[src/rtl/cpu_types_pkg.sv]
// Shared CPU types: RAM word and handshake state, plus the memory arbiter's
// grant state and port identifiers.
package cpu_types_pkg;

    typedef logic [31:0] word_t;

    typedef enum logic [1:0] {
        FREE,
        BUSY,
        ACCESS,
        ERROR
    } ramstate_t;

    typedef enum logic [1:0] {
        IDLE,
        IGNT,
        DGNT
    } arb_state_t;

    typedef enum logic {
        PORT_I,
        PORT_D
    } arb_port_t;

endpackage

[src/rtl/memory_arbiter_if.sv]
// Bus bundle between the core's fetch/data ports, the memory arbiter and the RAM.
//   slave  : arbiter view (takes requests and RAM status, drives waits/loads/RAM)
//   master : requester + RAM view (drives requests and RAM status)
interface memory_arbiter_if;
    import cpu_types_pkg::*;

    // Instruction port
    logic      iREN;
    word_t     iaddr;
    logic      iwait;
    word_t     iload;
    // Data port
    logic      dREN;
    logic      dWEN;
    word_t     daddr;
    word_t     dstore;
    logic      dwait;
    word_t     dload;
    // RAM side
    logic      ramREN;
    logic      ramWEN;
    word_t     ramaddr;
    word_t     ramstore;
    word_t     ramload;
    ramstate_t ramstate;
    // Error reporting
    logic      err;
    word_t     err_addr;
    logic      err_clr;

    modport slave (
        input  iREN, iaddr, dREN, dWEN, daddr, dstore, ramload, ramstate, err_clr,
        output iwait, iload, dwait, dload, ramREN, ramWEN, ramaddr, ramstore, err, err_addr
    );

    modport master (
        output iREN, iaddr, dREN, dWEN, daddr, dstore, ramload, ramstate, err_clr,
        input  iwait, iload, dwait, dload, ramREN, ramWEN, ramaddr, ramstore, err, err_addr
    );

endinterface

[src/rtl/memory_arbiter.sv]
// Sequential arbiter sharing one single-port RAM between the instruction-fetch
// and data ports. One access is granted at a time and held until the RAM
// answers ACCESS/ERROR or the cycle timeout expires; ties alternate ports.
// Ports:
//   CLK  : rising-edge clock
//   RST  : asynchronous active-high reset
//   bus  : memory_arbiter_if.slave (requests, waits/loads, RAM bus, err flags)
module memory_arbiter
    import cpu_types_pkg::*;
#(
    parameter int unsigned TIMEOUT = 15,
    parameter word_t       BADWORD = 32'hBAD1BAD1
) (
    input logic             CLK,
    input logic             RST,
    memory_arbiter_if.slave bus
);

    localparam int unsigned CntW = $clog2(TIMEOUT + 1);
    typedef logic [CntW-1:0] cnt_t;
    localparam cnt_t CntMax = cnt_t'(TIMEOUT);

    arb_state_t state_q, state_d;
    arb_port_t  last_q, last_d;
    cnt_t       cnt_q, cnt_d;
    logic       err_q, err_d;
    word_t      err_addr_q, err_addr_d;

    logic  d_req, i_req, g_req;
    logic  hit, done, fail;
    word_t g_addr;

    // A simultaneous read+write on the data port counts as a write request.
    assign d_req  = bus.dREN | bus.dWEN;
    assign i_req  = bus.iREN;
    assign g_req  = (state_q == DGNT) ? d_req : ((state_q == IGNT) ? i_req : 1'b0);
    assign g_addr = (state_q == DGNT) ? bus.daddr : bus.iaddr;
    assign hit    = (bus.ramstate == ACCESS);
    // Done only while the granted port still requests; a dropped request aborts.
    assign done   = g_req & (hit | (bus.ramstate == ERROR) | (cnt_q == CntMax));
    // ACCESS wins if it lands on the timeout cycle.
    assign fail   = done & ~hit;

    always_ff @(posedge CLK or posedge RST) begin
        if (RST) begin
            state_q    <= IDLE;
            last_q     <= PORT_I;
            cnt_q      <= '0;
            err_q      <= 1'b0;
            err_addr_q <= '0;
        end else begin
            state_q    <= state_d;
            last_q     <= last_d;
            cnt_q      <= cnt_d;
            err_q      <= err_d;
            err_addr_q <= err_addr_d;
        end
    end

    always_comb begin : next_state
        state_d    = state_q;
        last_d     = last_q;
        cnt_d      = cnt_q;
        err_d      = err_q;
        err_addr_d = err_addr_q;

        unique case (state_q)
            IDLE: begin
                cnt_d = '0;
                if (d_req && (!i_req || last_q == PORT_I)) begin
                    state_d = DGNT;
                end else if (i_req) begin
                    state_d = IGNT;
                end
            end
            IGNT, DGNT: begin
                if (!g_req) begin
                    state_d = IDLE;
                end else if (done) begin
                    state_d = IDLE;
                    last_d  = (state_q == DGNT) ? PORT_D : PORT_I;
                end else if (cnt_q != CntMax) begin
                    cnt_d = cnt_q + 1'b1;
                end
            end
            default: state_d = IDLE;
        endcase

        if (bus.err_clr) begin
            err_d      = 1'b0;
            err_addr_d = '0;
        end
        // A new failure overrides a same-cycle clear; only the first failure is kept.
        if (fail) begin
            err_d = 1'b1;
            if (!err_q || bus.err_clr) begin
                err_addr_d = g_addr;
            end
        end
    end

    always_comb begin : outputs
        bus.ramREN   = 1'b0;
        bus.ramWEN   = 1'b0;
        bus.ramaddr  = '0;
        bus.ramstore = '0;
        bus.iwait    = i_req;
        bus.dwait    = d_req;
        bus.iload    = '0;
        bus.dload    = '0;
        bus.err      = err_q;
        bus.err_addr = err_addr_q;

        unique case (state_q)
            IGNT: begin
                bus.ramREN  = 1'b1;
                bus.ramaddr = bus.iaddr;
                if (done) begin
                    bus.iwait = 1'b0;
                    bus.iload = fail ? BADWORD : bus.ramload;
                end
            end
            DGNT: begin
                bus.ramaddr  = bus.daddr;
                bus.ramstore = bus.dstore;
                bus.ramWEN   = bus.dWEN;
                bus.ramREN   = bus.dREN & ~bus.dWEN;
                if (done) begin
                    bus.dwait = 1'b0;
                    bus.dload = fail ? BADWORD : bus.ramload;
                end
            end
            default: ;
        endcase
    end

endmodule

[src/flat_wrapper.sv]
// flat-port wrapper written by rule: the top's interface ports become plain ports
module memory_arbiter_flat import cpu_types_pkg::*;
#(
    parameter int unsigned TIMEOUT = 15,
    parameter word_t       BADWORD = 32'hBAD1BAD1
)
  (CLK, RST, bus_iREN, bus_iaddr, bus_dREN, bus_dWEN, bus_daddr, bus_dstore, bus_ramload, bus_ramstate, bus_err_clr, bus_iwait, bus_iload, bus_dwait, bus_dload, bus_ramREN, bus_ramWEN, bus_ramaddr, bus_ramstore, bus_err, bus_err_addr);
  memory_arbiter_if bus_i ();
  input logic CLK;
  input logic RST;
  input wire logic [$bits(bus_i.iREN)-1:0] bus_iREN;
  input wire logic [$bits(bus_i.iaddr)-1:0] bus_iaddr;
  input wire logic [$bits(bus_i.dREN)-1:0] bus_dREN;
  input wire logic [$bits(bus_i.dWEN)-1:0] bus_dWEN;
  input wire logic [$bits(bus_i.daddr)-1:0] bus_daddr;
  input wire logic [$bits(bus_i.dstore)-1:0] bus_dstore;
  input wire logic [$bits(bus_i.ramload)-1:0] bus_ramload;
  input wire logic [$bits(bus_i.ramstate)-1:0] bus_ramstate;
  input wire logic [$bits(bus_i.err_clr)-1:0] bus_err_clr;
  output wire logic [$bits(bus_i.iwait)-1:0] bus_iwait;
  output wire logic [$bits(bus_i.iload)-1:0] bus_iload;
  output wire logic [$bits(bus_i.dwait)-1:0] bus_dwait;
  output wire logic [$bits(bus_i.dload)-1:0] bus_dload;
  output wire logic [$bits(bus_i.ramREN)-1:0] bus_ramREN;
  output wire logic [$bits(bus_i.ramWEN)-1:0] bus_ramWEN;
  output wire logic [$bits(bus_i.ramaddr)-1:0] bus_ramaddr;
  output wire logic [$bits(bus_i.ramstore)-1:0] bus_ramstore;
  output wire logic [$bits(bus_i.err)-1:0] bus_err;
  output wire logic [$bits(bus_i.err_addr)-1:0] bus_err_addr;
  assign bus_i.iREN = bus_iREN;
  assign bus_i.iaddr = bus_iaddr;
  assign bus_i.dREN = bus_dREN;
  assign bus_i.dWEN = bus_dWEN;
  assign bus_i.daddr = bus_daddr;
  assign bus_i.dstore = bus_dstore;
  assign bus_i.ramload = bus_ramload;
  assign bus_i.ramstate = bus_ramstate;
  assign bus_i.err_clr = bus_err_clr;
  assign bus_iwait = bus_i.iwait;
  assign bus_iload = bus_i.iload;
  assign bus_dwait = bus_i.dwait;
  assign bus_dload = bus_i.dload;
  assign bus_ramREN = bus_i.ramREN;
  assign bus_ramWEN = bus_i.ramWEN;
  assign bus_ramaddr = bus_i.ramaddr;
  assign bus_ramstore = bus_i.ramstore;
  assign bus_err = bus_i.err;
  assign bus_err_addr = bus_i.err_addr;
  memory_arbiter #(.TIMEOUT(TIMEOUT), .BADWORD(BADWORD)) u_core (.CLK(CLK), .RST(RST), .bus(bus_i));
endmodule
[config.mk]
export PLATFORM = sky130hd
export DESIGN_NAME = memory_arbiter_flat
export DESIGN_NICKNAME = d
export VERILOG_FILES = /design/src/rtl/cpu_types_pkg.sv /design/src/rtl/memory_arbiter_if.sv /design/src/rtl/memory_arbiter.sv /design/src/flat_wrapper.sv
export SDC_FILE = /design/constraint.sdc
export NUM_CORES = 1
export LEC_CHECK = 0
export ABC_CLOCK_PERIOD_IN_PS = 4200
export BUFFER_PORTS_ARGS = -buffer_cell sky130_fd_sc_hd__buf_2
export CORE_AREA = 8 8 110 112
export CTS_CLUSTER_SIZE = 40
export DETAILED_ROUTE_END_ITERATION = 7
export DIE_AREA = 0 0 118 120
export PLACE_DENSITY = 0.72
export RECOVER_POWER = 100
export SLEW_MARGIN = 20
export SYNTH_ARGS = -nofsm -noshare
export SYNTH_HDL_FRONTEND = slang
export SYNTH_SLANG_ARGS = --single-unit
export TNS_END_PERCENT = 100
[constraint.sdc]
create_clock -name CLK -period 4.2 [get_ports CLK]
set_clock_uncertainty 0.05 [all_clocks]
set_input_delay 0.84 -clock CLK [delete_from_list [all_inputs] [get_ports CLK]]
set_output_delay 0.84 -clock CLK [all_outputs]
set_load 0.02 [all_outputs]
After elaboration in Yosys (flattened, before gate mapping)

Cells that the tools add are included.

Bits in registers: 40
Output and inout bits: 165
Logic and storage cells: 68

Add/sub/neg operators: 1
Equality and inequality tests: 11
Mux-type cells: 30
Bitwise operators: 9
Reductions and logical operators: 12

Operator list:

| kind                | number |
|---|---|
| $mux 32             | 9 |
| $pmux 32 s2         | 1 |
| $mux 4              | 3 |
| $mux 1              | 10 |
| $mux 2              | 4 |
| $pmux 4 s2          | 1 |
| $eq 2x2->1 const B  | 3 |
| $add 4x1->4 const B | 1 |
| $eq 4x4->1 const B  | 1 |
| $ne 2x1->1 const B  | 2 |
| $ne 4x4->1 const B  | 1 |
| $pmux 2 s2          | 1 |
| $reduce_and 4->1    | 1 |
| $reduce_bool 2->1   | 2 |
| $and 1x1->1         | 3 |
| $ne 3x2->1 const B  | 1 |
| $ne 3x3->1 const B  | 1 |
| $not 1->1           | 3 |
| $or 1x1->1          | 3 |
| $reduce_and 3->1    | 1 |
| $eq 2x1->1 const B  | 1 |
| $logic_not 1->1     | 2 |
| $logic_not 2->1     | 1 |
| $logic_or 1x1->1    | 2 |
| 5 further kinds     | 5 |

Logic depth before layout (Yosys ltp)

Depth in word-level cells: 8
Depth in mapped cells: 9
Depth with buffers taken out: 6

Worst setup path after synthesis

No wires, ideal clock.

Path kind: input to output
Start point: input bus_ramstate[0]
End point: output bus_iload[15]
Arrival time: 1.921 ns
Data required time: 3.310 ns
Path slack: 1.389 ns
Cell stages on the path: 5
Buffers on the path: 2
Path through: nand2b_1 > clkbuf_1 > buf_1 > nor2_1 > nor2_1

Word-level cells in the longest chain between the ends: 8
Elaborated cells on any way between the ends: 10
Classes of those cells: eq/ne: 2; mux: 3; bitwise: 5

Ends and longest elaborated chain:

| element                       | line                                       | RTL |
|---|---|---|
| from (decl)                   | flat_wrapper.sv:18                         | `input wire logic [$bits(bus_i.ramstate)-1:0] bus_ramstate;` |
| $eq 2x2->1 (on tied branches) | memory_arbiter.sv:38, memory_arbiter.sv:40 |  |
| $or 1x1->1 (2 in series)      | memory_arbiter.sv:40                       | `assign done = g_req & (hit \| (bus.ramstate == ERROR) \| (cnt_q == CntMax));` |
| $and 1x1->1                   | memory_arbiter.sv:40                       |  |
| $and 1x1->1                   | memory_arbiter.sv:42                       | `assign fail = done & ~hit;` |
| $mux 32                       | memory_arbiter.sv:120                      | `bus.iload = fail ? BADWORD : bus.ramload;` |
| $mux 32 *                     | memory_arbiter.sv:118                      | `if (done) begin` |
| $mux 32 *                     | memory_arbiter.sv:114                      | `unique case (state_q)` |
| to (decl)                     | flat_wrapper.sv:21                         | `output wire logic [$bits(bus_i.iload)-1:0] bus_iload;` |

Mark *: on every way between the ends. The rest lies on a longest branch, timed or not.

Final worst setup path

Start point: register u_core.state_q[0]
End point: output bus_dload[0]

Word-level cells in the longest chain between the ends: 8
Elaborated cells on any way between the ends: 9
Classes of those cells: eq/ne: 2; mux: 5; bitwise: 2

Ends and longest elaborated chain:

| element                | line                  | RTL |
|---|---|---|
| from (decl)            | memory_arbiter.sv:23  | `arb_state_t state_q, state_d;` |
| from (signal assigned) | memory_arbiter.sv:52  | `state_q <= state_d;` |
| $eq 2x1->1             | memory_arbiter.sv:36  | `assign g_req = (state_q == DGNT) ? d_req : ((state_q == IGNT) ? i_req : 1'b0);` |
| $mux 1 (2 in series)   | memory_arbiter.sv:36  |  |
| $and 1x1->1            | memory_arbiter.sv:40  |  |
| $and 1x1->1            | memory_arbiter.sv:42  |  |
| $mux 32                | memory_arbiter.sv:130 | `bus.dload = fail ? BADWORD : bus.ramload;` |
| $mux 32                | memory_arbiter.sv:128 | `if (done) begin` |
| $mux 32 *              | memory_arbiter.sv:114 |  |
| to (decl)              | flat_wrapper.sv:23    | `output wire logic [$bits(bus_i.dload)-1:0] bus_dload;` |

Marked as above.

==> metrics.md <==
| Metric | Value |
|---|---|
| Status | complete, but fails checks |
| Violated checks | max-capacitance violations, max-slew violations |
| Die width | 118 um |
| I/O Buffers | 300 |
| Vias in the first global route | 4,137 |
| Final Critical Period | 4.00 ns |
| Max Root-Sink Buffers | 2 |
| Setup Fix Bufs, Post-CTS | 0 |
| Buf+Inv Stages, Crit Path | 3 |
| Top cell type's share of synthesized area | 0.304 |
| Final setup violation count | 0 |
| Share of cells above drive strength 1 | 0.264 |
| Largest net degree at the start of global routing | 103 |
| # diodes | 0 |
| Combinational Power Share | 0.689 |
| Pre-CTS setup slack | 0.724 ns |
| Clk slew on worst S/H paths | 0.08 ns |
| Hold WC Path Type | register to register |
| # hold bufs at CTS | 0 |
| Routed WL | 13,600 um |
| Skew-Pair Late Insertion Delay | 0.28 ns |
| Peak supply drop | 0.000287 V |
| FF-to-FF Start | u_core.state_q[0]$_DFFE_PP0P_ |
| Hold depth | 2 |
| Final nets | 824 |
| Mapped Nets | 548 |
| Via density | 4.81 |
| P_leak | 2.28 nW |
| Sequential cell area fraction in the yosys report | 0.304 |
| Drt wl/cell | 16.5 um |
| RSZ-0062 raised after global routing | no |
| GRT overflow | 0 |
| Max Freq | 250 MHz |
| Post-route ant nets | 0 |
| Post-cts gate resize count | 0 |
| Routed vias | 3,966 |
| HPWL Detailed | 10,800 um |
| DRT Pass-1 Iters | 5 |
| Layout Cells excl Fill | 825 |
| Reg2reg end | u_core.bus.err_addr[3]$_DFF_PP0_ |
| RD Place Congestion | 0.885 |
| Area after DPL | 4870 sq um |
| Initial antenna violation count | 0 |
| # rows | 38 |
| Clock Power Share | 0.105 |
| Measured slew at the worst slew-check pin | 1.71 ns |
| Die height | 120 um |
| Area Overhead vs Synth | 45.4% |
| Internal | 1.23 mW |
| Hold Crit Start | u_core.bus.err_addr[14]$_DFF_PP0_ |
| Relative slew slack | -0.140 |
| Final hold viol count | 0 |
| Commonest non-fill, non-tap cell in the layout | buf_2 |
| Pwr dens | 547 nW/um^2 |
| Sequence of cells on the critical path | inv_1, ha_4, buf_4, nand2_1, nor2_1, clkbuf_1 |
| Post-synth ARST share | 1.00 |
| Fin util | 0.455 |
| Initial core utilization | 0.313 |
| Hold path endpoint | u_core.bus.err_addr[14]$_DFF_PP0_ |
| Initial drt markers | 235 |
| Root Buffer | clkbuf_8 |
| Tot GR Track Use | 0.178 |
| Synth Area per Inst | 8.07 sq um |
| Unique masters post-synth | 35 |
| Placed cells | 817 |
| # DRC | 0 |
| Design area | 4780 sq um |
| CP max FO | 102 |
| First-pass GRT wire length | 21,200 um |
| CTS H-Tree Depth | 2 |
| CTS tree | built |
| Clock buffer count from CTS | 5 |
| Number of synthesized flops with an enable pin | 0 |
| Critical path endpoint category | primary output |
| Critical Path Max Stage Delay | 0.76 ns |
| Mapped Area | 3290 sq um |
| Sw Share | 0.531 |
| Cells after Synth | 408 |
| Worst setup margin | 0.196 ns |
| Synthesis-stage register bit count | 40 |
| Final Slew Violations | 106 |
| R2R cell count | 5 |
| Critical path type | register to primary output |
| Critical path depth | 6 |
| R2R Setup Slk | 1.26 ns |
| Clock sink count | 40 |
| Die area | 14,200 sq um |
| Layout fillers | 1,147 |
| Worst path required time | 3.31 ns |
| NetSw | 1.39 mW |
| Final worst path period share | 0.953 |
| CP max stage cell | buf_4 |
| CP arrival | 3.11 ns |
| Crit path max-delay family | buffers and inverters |
| Startpoint type of the worst setup path | register |
| Main synth FF type | dfrtp_1 |
| Commonest cells after routing, fill and taps aside | buf_2, clkbuf_1, nor2_1 |
| Synth area leader | dfrtp_1 |
| Leading post-synthesis cells by cell area | dfrtp_1, and2_1, mux2i_1 |
| # IOs | 301 |
| Setup TNS | 0 ns |
| Core Box Area | 10,500 sq um |
| Yosys warns | 0 |
| Flop pwr share | 0.206 |
| Maxcap violations | 2 |
## cell families (layout without fill, tap and decap cells)
group                      count (synthesis)  count (layout)  share of synthesized area
DFF                                       40              40                      0.304
and+or+nand+nor                          202             202                      0.355
muxes                                     33              33                      0.101
adders and majority gates                  4               4                     0.0152
buffers and inverters                     41             318                     0.0521
xor gates and xnor gates                   1               1                    0.00266
AOI/OAI and AO/OA                         87              87                      0.170
## cell usage after synthesis (4+ instances only)
master	count
and2_1	62
nor2b_1	34
nor2_1	57
a21oi_1	8
ha_1	4
dfrtp_1	40
nand2_1	6
mux2i_1	32
nand3b_1	33
inv_1	5
a22oi_1	32
buf_1	5
buf_2	11
clkbuf_1	19
o21ai_1	33
## how the worst max path moves through the flow
stage / from / slack (ns) / endpoint
floorplan: bus_ramstate[0] / 1.39 / bus_iload[15]
global placement: u_core.state_q[0]$_DFFE_PP0P_ / 0.92 / bus_dload[25]
detailed placement: u_core.state_q[0]$_DFFE_PP0P_ / 0.72 / bus_dload[0]
CTS: u_core.state_q[0]$_DFFE_PP0P_ / 0.39 / bus_dload[0]
global route: u_core.state_q[0]$_DFFE_PP0P_ / 0.09 / bus_dload[22]
finish: u_core.state_q[0]$_DFFE_PP0P_ / 0.20 / bus_dload[0]
## tightest hold or removal path, delay by kind of cell (launching register included)
kind / cells / cell delay, ns
and+or+nand+nor: 1 / 0.07
DFF: 1 / 0.35
AOI/OAI and AO/OA: 1 / 0.07
## per-stage QoR
stage	total power, mW	hold WS, ns
2_1_floorplan	1.86	0.430
3_3_place_gp	2.40	0.447
3_5_place_dp	2.46	0.449
4_1_cts	2.74	0.470
5_1_grt	2.81	0.489
6_report	2.62	0.465
## sequential cells by signal, indices dropped and copies added, names as in the netlist
register and flops:
u_core.bus.err 1, u_core.bus.err_addr 32, u_core.cnt_q 4, u_core.last_q 1
u_core.state_q 2
## power groups by stage
stage          registers [mW]  clock network (mW)  logic [mW]
2_1_floorplan           0.636                   0        1.23
5_1_grt                 0.555               0.302        1.96
6_report                0.540               0.274        1.80
3_3_place_gp            0.537                   0        1.86
3_5_place_dp            0.544                   0        1.91
4_1_cts                 0.538               0.287        1.92
## final cells by class
type / count / area [sq um] / area share
Inverter: 5 / 18.8 / 0.00392
Tap cell: 140 / 175 / 0.0366
Multi-Input combinational cell: 327 / 2130 / 0.445
Clock inverter: 2 / 13.8 / 0.00288
Sequential cell: 40 / 1000 / 0.209
Timing Repair Buffer: 305 / 1360 / 0.285
Clock buffer: 6 / 82.6 / 0.0173
## metal layers
layer / wire, um / track usage
met1: 5700 / 0.202
met2: 6680 / 0.314
met3: 976 / 0.0550
met5: 0 / 0
met4: 248 / 0.0536
Note: power is estimated with default switching activity, not from simulation.
